**config.mk**
```make
export PLATFORM = sky130hd
export DESIGN_NAME = serial_subtractor_ctrl
export DESIGN_NICKNAME = d
export VERILOG_FILES = /design/src/rtl/serial_sub_pkg.sv /design/src/rtl/full_subtractor.sv /design/src/rtl/serial_subtractor_ctrl.sv
export SDC_FILE = /design/constraint.sdc
export NUM_CORES = 1
export LEC_CHECK = 0
export ABC_CLOCK_PERIOD_IN_PS = 1390
export BUFFER_PORTS_ARGS = -buffer_cell sky130_fd_sc_hd__buf_2
export CORE_MARGIN = 3
export CORE_UTILIZATION = 52
export CTS_BUF_LIST = sky130_fd_sc_hd__clkbuf_16
export CTS_CLUSTER_DIAMETER = 50
export DETAILED_ROUTE_END_ITERATION = 7
export PLACE_DENSITY = 0.86
export RECOVER_POWER = 50
export SKIP_LAST_GASP = 1
export SLEW_MARGIN = 20
export SYNTH_ARGS = -nofsm -noshare
export SYNTH_HDL_FRONTEND = slang
export SYNTH_HIERARCHICAL = 1
export SYNTH_SLANG_ARGS = --single-unit
```
**constraint.sdc**
```tcl
create_clock -name clk -period 1.39 [get_ports clk]
set_input_delay 0.417 -clock clk [delete_from_list [all_inputs] [get_ports clk]]
set_output_delay 0.417 -clock clk [all_outputs]
set_load 0.05 [all_outputs]
```
**src/rtl/serial_sub_pkg.sv**
```systemverilog
// Shared types for the bit-serial subtractor: FSM state encoding and counter sizing.
package serial_sub_pkg;

  typedef enum logic [1:0] {
    IDLE = 2'd0,
    RUN  = 2'd1,
    DONE = 2'd2
  } state_e;

  // Bit counter only needs to reach WIDTH-1; never narrower than one bit.
  function automatic int cnt_w(input int w);
    return (w < 2) ? 1 : $clog2(w);
  endfunction

endpackage

```
**src/rtl/full_subtractor.sv**
```systemverilog
// One-bit full subtractor: D = a - b - Bin, Bout = borrow out.
module full_subtractor (
  input  logic a,
  input  logic b,
  input  logic Bin,
  output logic D,
  output logic Bout
);

  assign D    = a ^ b ^ Bin;
  assign Bout = (~a & b) | (~(a ^ b) & Bin);

endmodule

```
**src/rtl/serial_subtractor_ctrl.sv**
```systemverilog
// Bit-serial subtractor (LSB first, one bit per cycle) with valid/ready handshakes.
// Optional signed-overflow output enabled by defining SERIAL_SUB_OVF_EN.
module serial_subtractor_ctrl
  import serial_sub_pkg::*;
#(
  parameter int WIDTH = 8
) (
  input  logic             clk,
  input  logic             rst,
  input  logic             in_valid,
  output logic             in_ready,
  input  logic [WIDTH-1:0] a,
  input  logic [WIDTH-1:0] b,
  input  logic             bin,
  output logic             out_valid,
  input  logic             out_ready,
  output logic [WIDTH-1:0] diff,
  output logic             bout
`ifdef SERIAL_SUB_OVF_EN
  ,
  output logic             ovf
`endif
);

  localparam int CW = cnt_w(WIDTH);

  state_e           state;
  logic [WIDTH-1:0] a_sr, b_sr;
  logic             brw;
  logic [CW-1:0]    cnt;
  logic             d_bit, b_bit;
  logic             last;

`ifdef SERIAL_SUB_OVF_EN
  // Operand sign bits are shifted out during RUN, so keep them aside.
  logic a_msb, b_msb;
`endif

  full_subtractor u_fsub (
    .a    (a_sr[0]),
    .b    (b_sr[0]),
    .Bin  (brw),
    .D    (d_bit),
    .Bout (b_bit)
  );

  assign last = (cnt == CW'(WIDTH - 1));

  always_ff @(posedge clk) begin
    if (rst) begin
      state     <= IDLE;
      in_ready  <= 1'b1;
      out_valid <= 1'b0;
      diff      <= '0;
      bout      <= 1'b0;
      cnt       <= '0;
      brw       <= 1'b0;
      a_sr      <= '0;
      b_sr      <= '0;
`ifdef SERIAL_SUB_OVF_EN
      ovf       <= 1'b0;
      a_msb     <= 1'b0;
      b_msb     <= 1'b0;
`endif
    end else begin
      case (state)
        IDLE: begin
          if (in_valid) begin
            a_sr     <= a;
            b_sr     <= b;
            brw      <= bin;
            cnt      <= '0;
            in_ready <= 1'b0;
            state    <= RUN;
`ifdef SERIAL_SUB_OVF_EN
            a_msb    <= a[WIDTH-1];
            b_msb    <= b[WIDTH-1];
`endif
          end
        end
        RUN: begin
          a_sr <= a_sr >> 1;
          b_sr <= b_sr >> 1;
          diff <= {d_bit, diff[WIDTH-1:1]};
          brw  <= b_bit;
          cnt  <= cnt + CW'(1);
          if (last) begin
            bout      <= b_bit;
            out_valid <= 1'b1;
            state     <= DONE;
`ifdef SERIAL_SUB_OVF_EN
            // d_bit here is the final result MSB.
            ovf       <= (a_msb ^ b_msb) & (d_bit ^ a_msb);
`endif
          end
        end
        DONE: begin
          if (out_ready) begin
            out_valid <= 1'b0;
            in_ready  <= 1'b1;
            state     <= IDLE;
          end
        end
        default: begin
          state     <= IDLE;
          in_ready  <= 1'b1;
          out_valid <= 1'b0;
        end
      endcase
    end
  end

endmodule

```
# Word-level counts from Yosys, hierarchy flattened
# Cells that the tools add are included.
[op_classes] add_sub_neg=1 eq_ne=6 muxes=18 n_bitwise=9 reduce_logical=7
[ops] cell="8-bit case mux with 2 select lines" count=2
[ops] cell="8-bit two-way mux" count=2
[ops] cell="3-bit AND reduction" count=3
[ops] cell="2-bit two-way mux" count=3
[ops] cell="2-bit != test, second input constant" count=3
[ops] cell="1-bit case mux with 3 select lines" count=2
[ops] cell="2-bit case mux with 3 select lines" count=1
[ops] cell="3-bit case mux with 2 select lines" count=1
[ops] cell="1-bit two-way mux" count=5
[ops] cell="1-bit inverter" count=4
[ops] cell="2-bit AND reduction" count=2
[ops] cell="3-bit by 1-bit adder with 3-bit output, second input constant" count=1
[ops] cell="3-bit == test, second input constant" count=1
[ops] cell="3-bit two-way mux" count=1
[ops] cell="1-bit AND" count=2
[ops] cell="2-bit by 1-bit == test with 1-bit output, second input constant" count=1
[ops] cell="2-bit == test, second input constant" count=1
[ops] cell="2-bit logical NOT" count=1
[ops] cell="1-bit case mux with 2 select lines" count=1
[ops] cell="2-bit nonzero test" count=1
[ops] cell="1-bit bitwise XOR" count=2
[ops] cell="1-bit bitwise OR" count=1
[totals] ff_bits=33 out_inout_bits=11 elab_cells=50

# Longest topological paths before layout
[depth] ltp_word=5 mapped_depth=6

# Cells and area by module
# Netlist, hierarchy kept.
[modules_own_cells] module="serial_subtractor_ctrl" n_inst=1 cells_per_inst=152 area_each_um2=1386.3 seq_area_each_um2=660.6
[modules_own_cells] module="full_subtractor" n_inst=1 cells_per_inst=4 area_each_um2=31.3 seq_area_each_um2=0.0

# Worst setup path before layout
# Ideal clock, no wire load.
[synth_timing] path_kind="in2reg" start="input port rst" end="register a_sr[5]" setup_time_ns=0.119 t_arrival_ns=1.046 setup_slack_ns=0.225 path_stages=4 path_buffers=2 path_cell_list="clkbuf_1 clkbuf_1 a21oi_1 o221a_2"
[synth_lines] item="start: declaration" line="serial_subtractor_ctrl.sv:9" source="input logic rst,"
[synth_lines] item="end signal: assignment" line="serial_subtractor_ctrl.sv:82" source="a_sr <= a_sr >> 1;"
[synth_lines] item="end: declaration" line="serial_subtractor_ctrl.sv:28" source="logic [WIDTH-1:0] a_sr, b_sr;"

# Final worst setup path
[layout_timing] start="register diff[5]" end="output port diff[5]"
[layout_lines] item="start: declaration" line="serial_subtractor_ctrl.sv:17" source="output logic [WIDTH-1:0] diff,"
[layout_lines] item="start signal: assignment" line="serial_subtractor_ctrl.sv:84" source="diff <= {d_bit, diff[WIDTH-1:1]};"
# No word-level cell between the ends.

==> metrics.txt <==
# TYPE chip_impl_metric gauge
chip_impl_metric{name="synth-edff-count",unit=""} 0
chip_impl_info{name="largest_family_of_logic_cells_by_synthesized_area",value="compound AO/OA/AOI/OAI gates"} 1
chip_impl_info{name="clock_tree.root_cell",value="clkbuf_16"} 1
chip_impl_metric{name="min_path_cells",unit=""} 3
chip_impl_metric{name="synth.ff_latch_count",unit=""} 33
chip_impl_metric{name="route.detailed.vias_per_inst",unit=""} 5.56
chip_impl_metric{name="filler_cell_count",unit=""} 202
chip_impl_metric{name="synth.mux.area_fraction",unit="%"} 1.41
chip_impl_metric{name="netlist_instances",unit=""} 156
chip_impl_metric{name="r2r.worst_path.cells",unit=""} 6
chip_impl_metric{name="design.die.area",unit="sq mm"} 0.00339
chip_impl_metric{name="clock_skew",unit="ps"} 5.81
chip_impl_metric{name="instances_no_fill",unit=""} 216
chip_impl_metric{name="synth.cell_area",unit="sq mm"} 0.00142
chip_impl_metric{name="wl_per_cell",unit="microns"} 14.5
chip_impl_metric{name="synth_area_per_cell",unit="sq um"} 9.09
chip_impl_metric{name="row_count",unit=""} 18
chip_impl_metric{name="fin_ws",unit="ps"} 60.7
chip_impl_metric{name="die_x",unit="microns"} 58.2
chip_impl_metric{name="worst-path-max-fanout",unit=""} 3
chip_impl_metric{name="ys_async_sr_fraction",unit="%"} 0
chip_impl_info{name="min_to",value="a_sr[7]"} 1
chip_impl_metric{name="vias_post_dr",unit=""} 1200
chip_impl_info{name="hold_start",value="a[7]"} 1
chip_impl_metric{name="via_count_of_the_first_global_routing_pass",unit=""} 1167
chip_impl_metric{name="final_nets",unit=""} 210
chip_impl_info{name="most_instantiated_flip_flop_cell_in_the_synthesis_netlist",value="dfxtp_1"} 1
chip_impl_info{name="crit-reg2reg-capture",value="brw"} 1
chip_impl_metric{name="fmaxAchievable",unit="MHz"} 752
chip_impl_metric{name="antenna_violating_nets_post_route",unit=""} 0
chip_impl_metric{name="drcViolationCount",unit=""} 0
chip_impl_metric{name="ys_seq_area_share",unit="%"} 46.6
chip_impl_info{name="worst_r2r_start",value="b_sr[0]"} 1
chip_impl_metric{name="finalWirelength",unit="mm"} 3.13
chip_impl_metric{name="drt-pass1-iter-count",unit=""} 4
chip_impl_metric{name="yosys_warn_count",unit=""} 6
chip_impl_metric{name="port_buffers",unit=""} 31
chip_impl_metric{name="cts.sinks",unit=""} 33
chip_impl_metric{name="h-tree-depth",unit=""} 2
chip_impl_metric{name="whs",unit="ps"} 415
chip_impl_metric{name="area.growth.synth_to_final",unit="%"} 19.7
chip_impl_metric{name="synth-adder-area-share",unit="%"} 3.18
chip_impl_metric{name="total_leakage_power",unit="nW"} 0.732
chip_impl_metric{name="synth_xor_xnor_area_share",unit="%"} 0
chip_impl_metric{name="post_synth_and_or_nand_nor_area_fraction",unit="%"} 12.4
chip_impl_info{name="grt_setup_unrepaired",value="no"} 1
chip_impl_metric{name="reg2reg_slack",unit="ps"} 110
chip_impl_metric{name="worst_ir_drop_vdd",unit="V"} 0.00116
chip_impl_metric{name="timing.max_slew.rel_slack",unit="%"} 61.7
chip_impl_metric{name="numCtsBuffers",unit=""} 5
chip_impl_metric{name="initial_cell_density_of_the_core",unit="%"} 55.7
chip_impl_metric{name="grt_antenna_before_repair",unit=""} 0
chip_impl_metric{name="grt_pass1_wl",unit="mm"} 5.15
chip_impl_metric{name="core_region_area",unit="sq mm"} 0.00254
chip_impl_info{name="critical_path.startpoint_type",value="register"} 1
chip_impl_info{name="crit_path_cell_trace",value="buf_2"} 1
chip_impl_metric{name="register_clock_pin_slew_on_the_reported_worst_setup_and_hold_paths",unit="ps"} 50
chip_impl_metric{name="drv.max_cap_violation_count",unit=""} 0
chip_impl_info{name="tritoncts",value="yes"} 1
chip_impl_metric{name="grt_max_degree",unit=""} 34
chip_impl_info{name="critical_path.top_delay_family",value="flip-flops"} 1
chip_impl_metric{name="critical_path.max_stage_delay",unit="ps"} 360
chip_impl_metric{name="final.min_clock_period",unit="ps"} 1330
chip_impl_metric{name="ios",unit=""} 32
chip_impl_metric{name="crit_required",unit="ps"} 970
chip_impl_metric{name="cp_num_buf_inv",unit=""} 1
chip_impl_info{name="synth_area_leaders",value="dfxtp_1 47%, o221a_2 12%, a21oi_1 9.9%"} 1
chip_impl_metric{name="finalSetupViolCount",unit=""} 0
chip_impl_metric{name="synthesis.nets",unit=""} 180
chip_impl_info{name="timing_worst_setup_path_type",value="reg -> out"} 1
chip_impl_metric{name="dpl.cell_count",unit=""} 209
chip_impl_metric{name="finalCritPeriodShare",unit="%"} 95.6
chip_impl_metric{name="place_congestion",unit=""} 0.731
chip_impl_metric{name="fraction_of_layout_cells_with_a_size_suffix_above_1",unit="%"} 31.2
chip_impl_metric{name="worstSkewPairLatency",unit="ps"} 270
chip_impl_metric{name="timing_max_transition_violations_final",unit=""} 0
chip_impl_metric{name="hpwl",unit="mm"} 2.09
chip_impl_metric{name="dr.first_iter.drc_count",unit=""} 53
chip_impl_metric{name="antennaDiodeCount",unit=""} 0
chip_impl_metric{name="yosys.cell_types.count",unit=""} 28
chip_impl_metric{name="fp.dieH",unit="microns"} 58.2
chip_impl_metric{name="postCtsSetupRepairBufs",unit=""} 0
chip_impl_metric{name="report.final.hold_viol_count",unit=""} 0
chip_impl_metric{name="clockBufferDepth",unit=""} 2
chip_impl_metric{name="critPathArrivalTime",unit="ps"} 910
chip_impl_metric{name="grt_remaining_overflow",unit=""} 0
chip_impl_metric{name="synth.top_cell.area_share",unit="%"} 46.6
chip_impl_info{name="crit_path_top_delay_cell",value="dfxtp_1"} 1
chip_impl_metric{name="synth_compound_area_share",unit="%"} 25.9
chip_impl_metric{name="grt_usage",unit="%"} 20.3
chip_impl_metric{name="power.density",unit="mW/mm^2"} 1350
chip_impl_info{name="yosysTopAreaCell",value="dfxtp_1"} 1
chip_impl_metric{name="tightest_slew",unit="ps"} 574
chip_impl_info{name="category_of_the_worst_setup_path_capture_point",value="primary output"} 1
chip_impl_metric{name="detailedPlace.worstSlack",unit="ps"} -57.9
chip_impl_metric{name="ctsHoldBuffers",unit=""} 0
chip_impl_info{name="holdCritPathClass",value="in -> reg"} 1
chip_impl_info{name="outcome",value="complete, no violations"} 1
sequential cells by signal, summed over array words and instances (netlist names):
signal	count
bout	1
brw	1
out_valid	1
state	2
b_sr	8
a_sr	8
diff	8
cnt	3
in_ready	1
worst max-delay path by stage:
stage | start | end | slack (ps) | depth (start not counted)
after detailed placement | in_valid | b_sr[1] | -60 | 4
final | diff[5] | diff[5] | 60 | 1
after CTS | state[0] | b_sr[1] | 2 | 3
after global routing | b_sr[0] | brw | 20 | 6
after global placement | in_valid | b_sr[0] | 30 | 4
after floorplan | rst | a_sr[5] | 220 | 4
per-stage QoR:
| step | power [mW] | area (sq um) | util [%] | TNS, ps |
|---|---|---|---|---|
| 3_5_place_dp | 1.32 | 1570 | 61.5 | -588 |
| 5_1_grt | 2.38 | 1700 | 66.7 | 0 |
| 4_1_cts | 2.30 | 1700 | 66.7 | 0 |
| 2_1_floorplan | 1.25 | 1420 | - | 0 |
| 6_report | 2.30 | 1700 | 66.7 | 0 |
| 3_3_place_gp | 1.30 | 1570 | 61.5 | 0 |
cell usage after synthesis, types with 2 or more instances:
| cell | count |
|---|---|
| a21oi_1 | 28 |
| a22oi_1 | 2 |
| buf_2 | 3 |
| buf_4 | 3 |
| buf_6 | 2 |
| clkbuf_1 | 4 |
| dfxtp_1 | 33 |
| ha_1 | 2 |
| inv_1 | 20 |
| mux2i_1 | 2 |
| nand2_1 | 17 |
| nand3b_1 | 3 |
| nor2_1 | 6 |
| o21ai_0 | 2 |
| o21bai_1 | 2 |
| o221a_2 | 15 |
logic make-up (layout without fill, tap and decap cells):
| kind of cell | after synthesis | in the layout |
|---|---|---|
| buf+inv | 32 | 62 |
| compound gates | 51 | 51 |
| fa+ha+maj | 3 | 3 |
| flops | 33 | 33 |
| simple gates | 35 | 35 |
| mux | 2 | 2 |
per-layer routing:
layer,track usage (%),vias to the layer above,part of all wire (%)
met1,22.9,559,41
li1,-,595,-
met4,11.3,0,3.2
met5,0,-,0
met3,5.35,12,5.9
met2,34.7,34,50
cells in the final DEF, fill, tap and decap left out:
master / n
o221a_2: 15
o21bai_1: 2
fa_1: 1
nor2b_1: 1
buf_2: 29
a22oi_1: 2
a21o_1: 1
or2_2: 1
inv_1: 21
nand2_1: 17
dfxtp_1: 33
buf_4: 2
o21ai_0: 2
nand2b_1: 1
nor3_1: 1
nor2_1: 6
nor2_4: 1
nand2b_4: 1
o32a_1: 1
nand3b_1: 3
or3b_1: 1
clkbuf_16: 5
clkinv_1: 1
clkbuf_2: 3
mux2i_1: 2
nand3_1: 1
a21oi_1: 28
and2b_2: 1
ha_1: 2
clkbuf_1: 1
report_power, final:
group          switching (mW)  internal [mW]  total, mW  leakage [nW]
sequential             0.0356           1.01       1.04         0.271
clock                   0.350          0.637      0.987        0.0685
combinational           0.154          0.113      0.267         0.393
what timing repair did:
action                                  4_1_cts  5_1_grt
gates resized for setup                       0        1
hold endpoints to repair                      0        0
endpoints found under the setup margin        0       15
area by class of cell:
type	instances	area, sq um	share of cell area, %
timing repair buffer	35	179	10.5
inverter	20	75.1	4.42
sequential	33	661	38.9
clock inverter	2	7.51	0.442
tap	30	37.5	2.21
multi-input combinational	91	612	36.1
clock buffer	5	125	7.37
(Power assumes the default switching activity.)
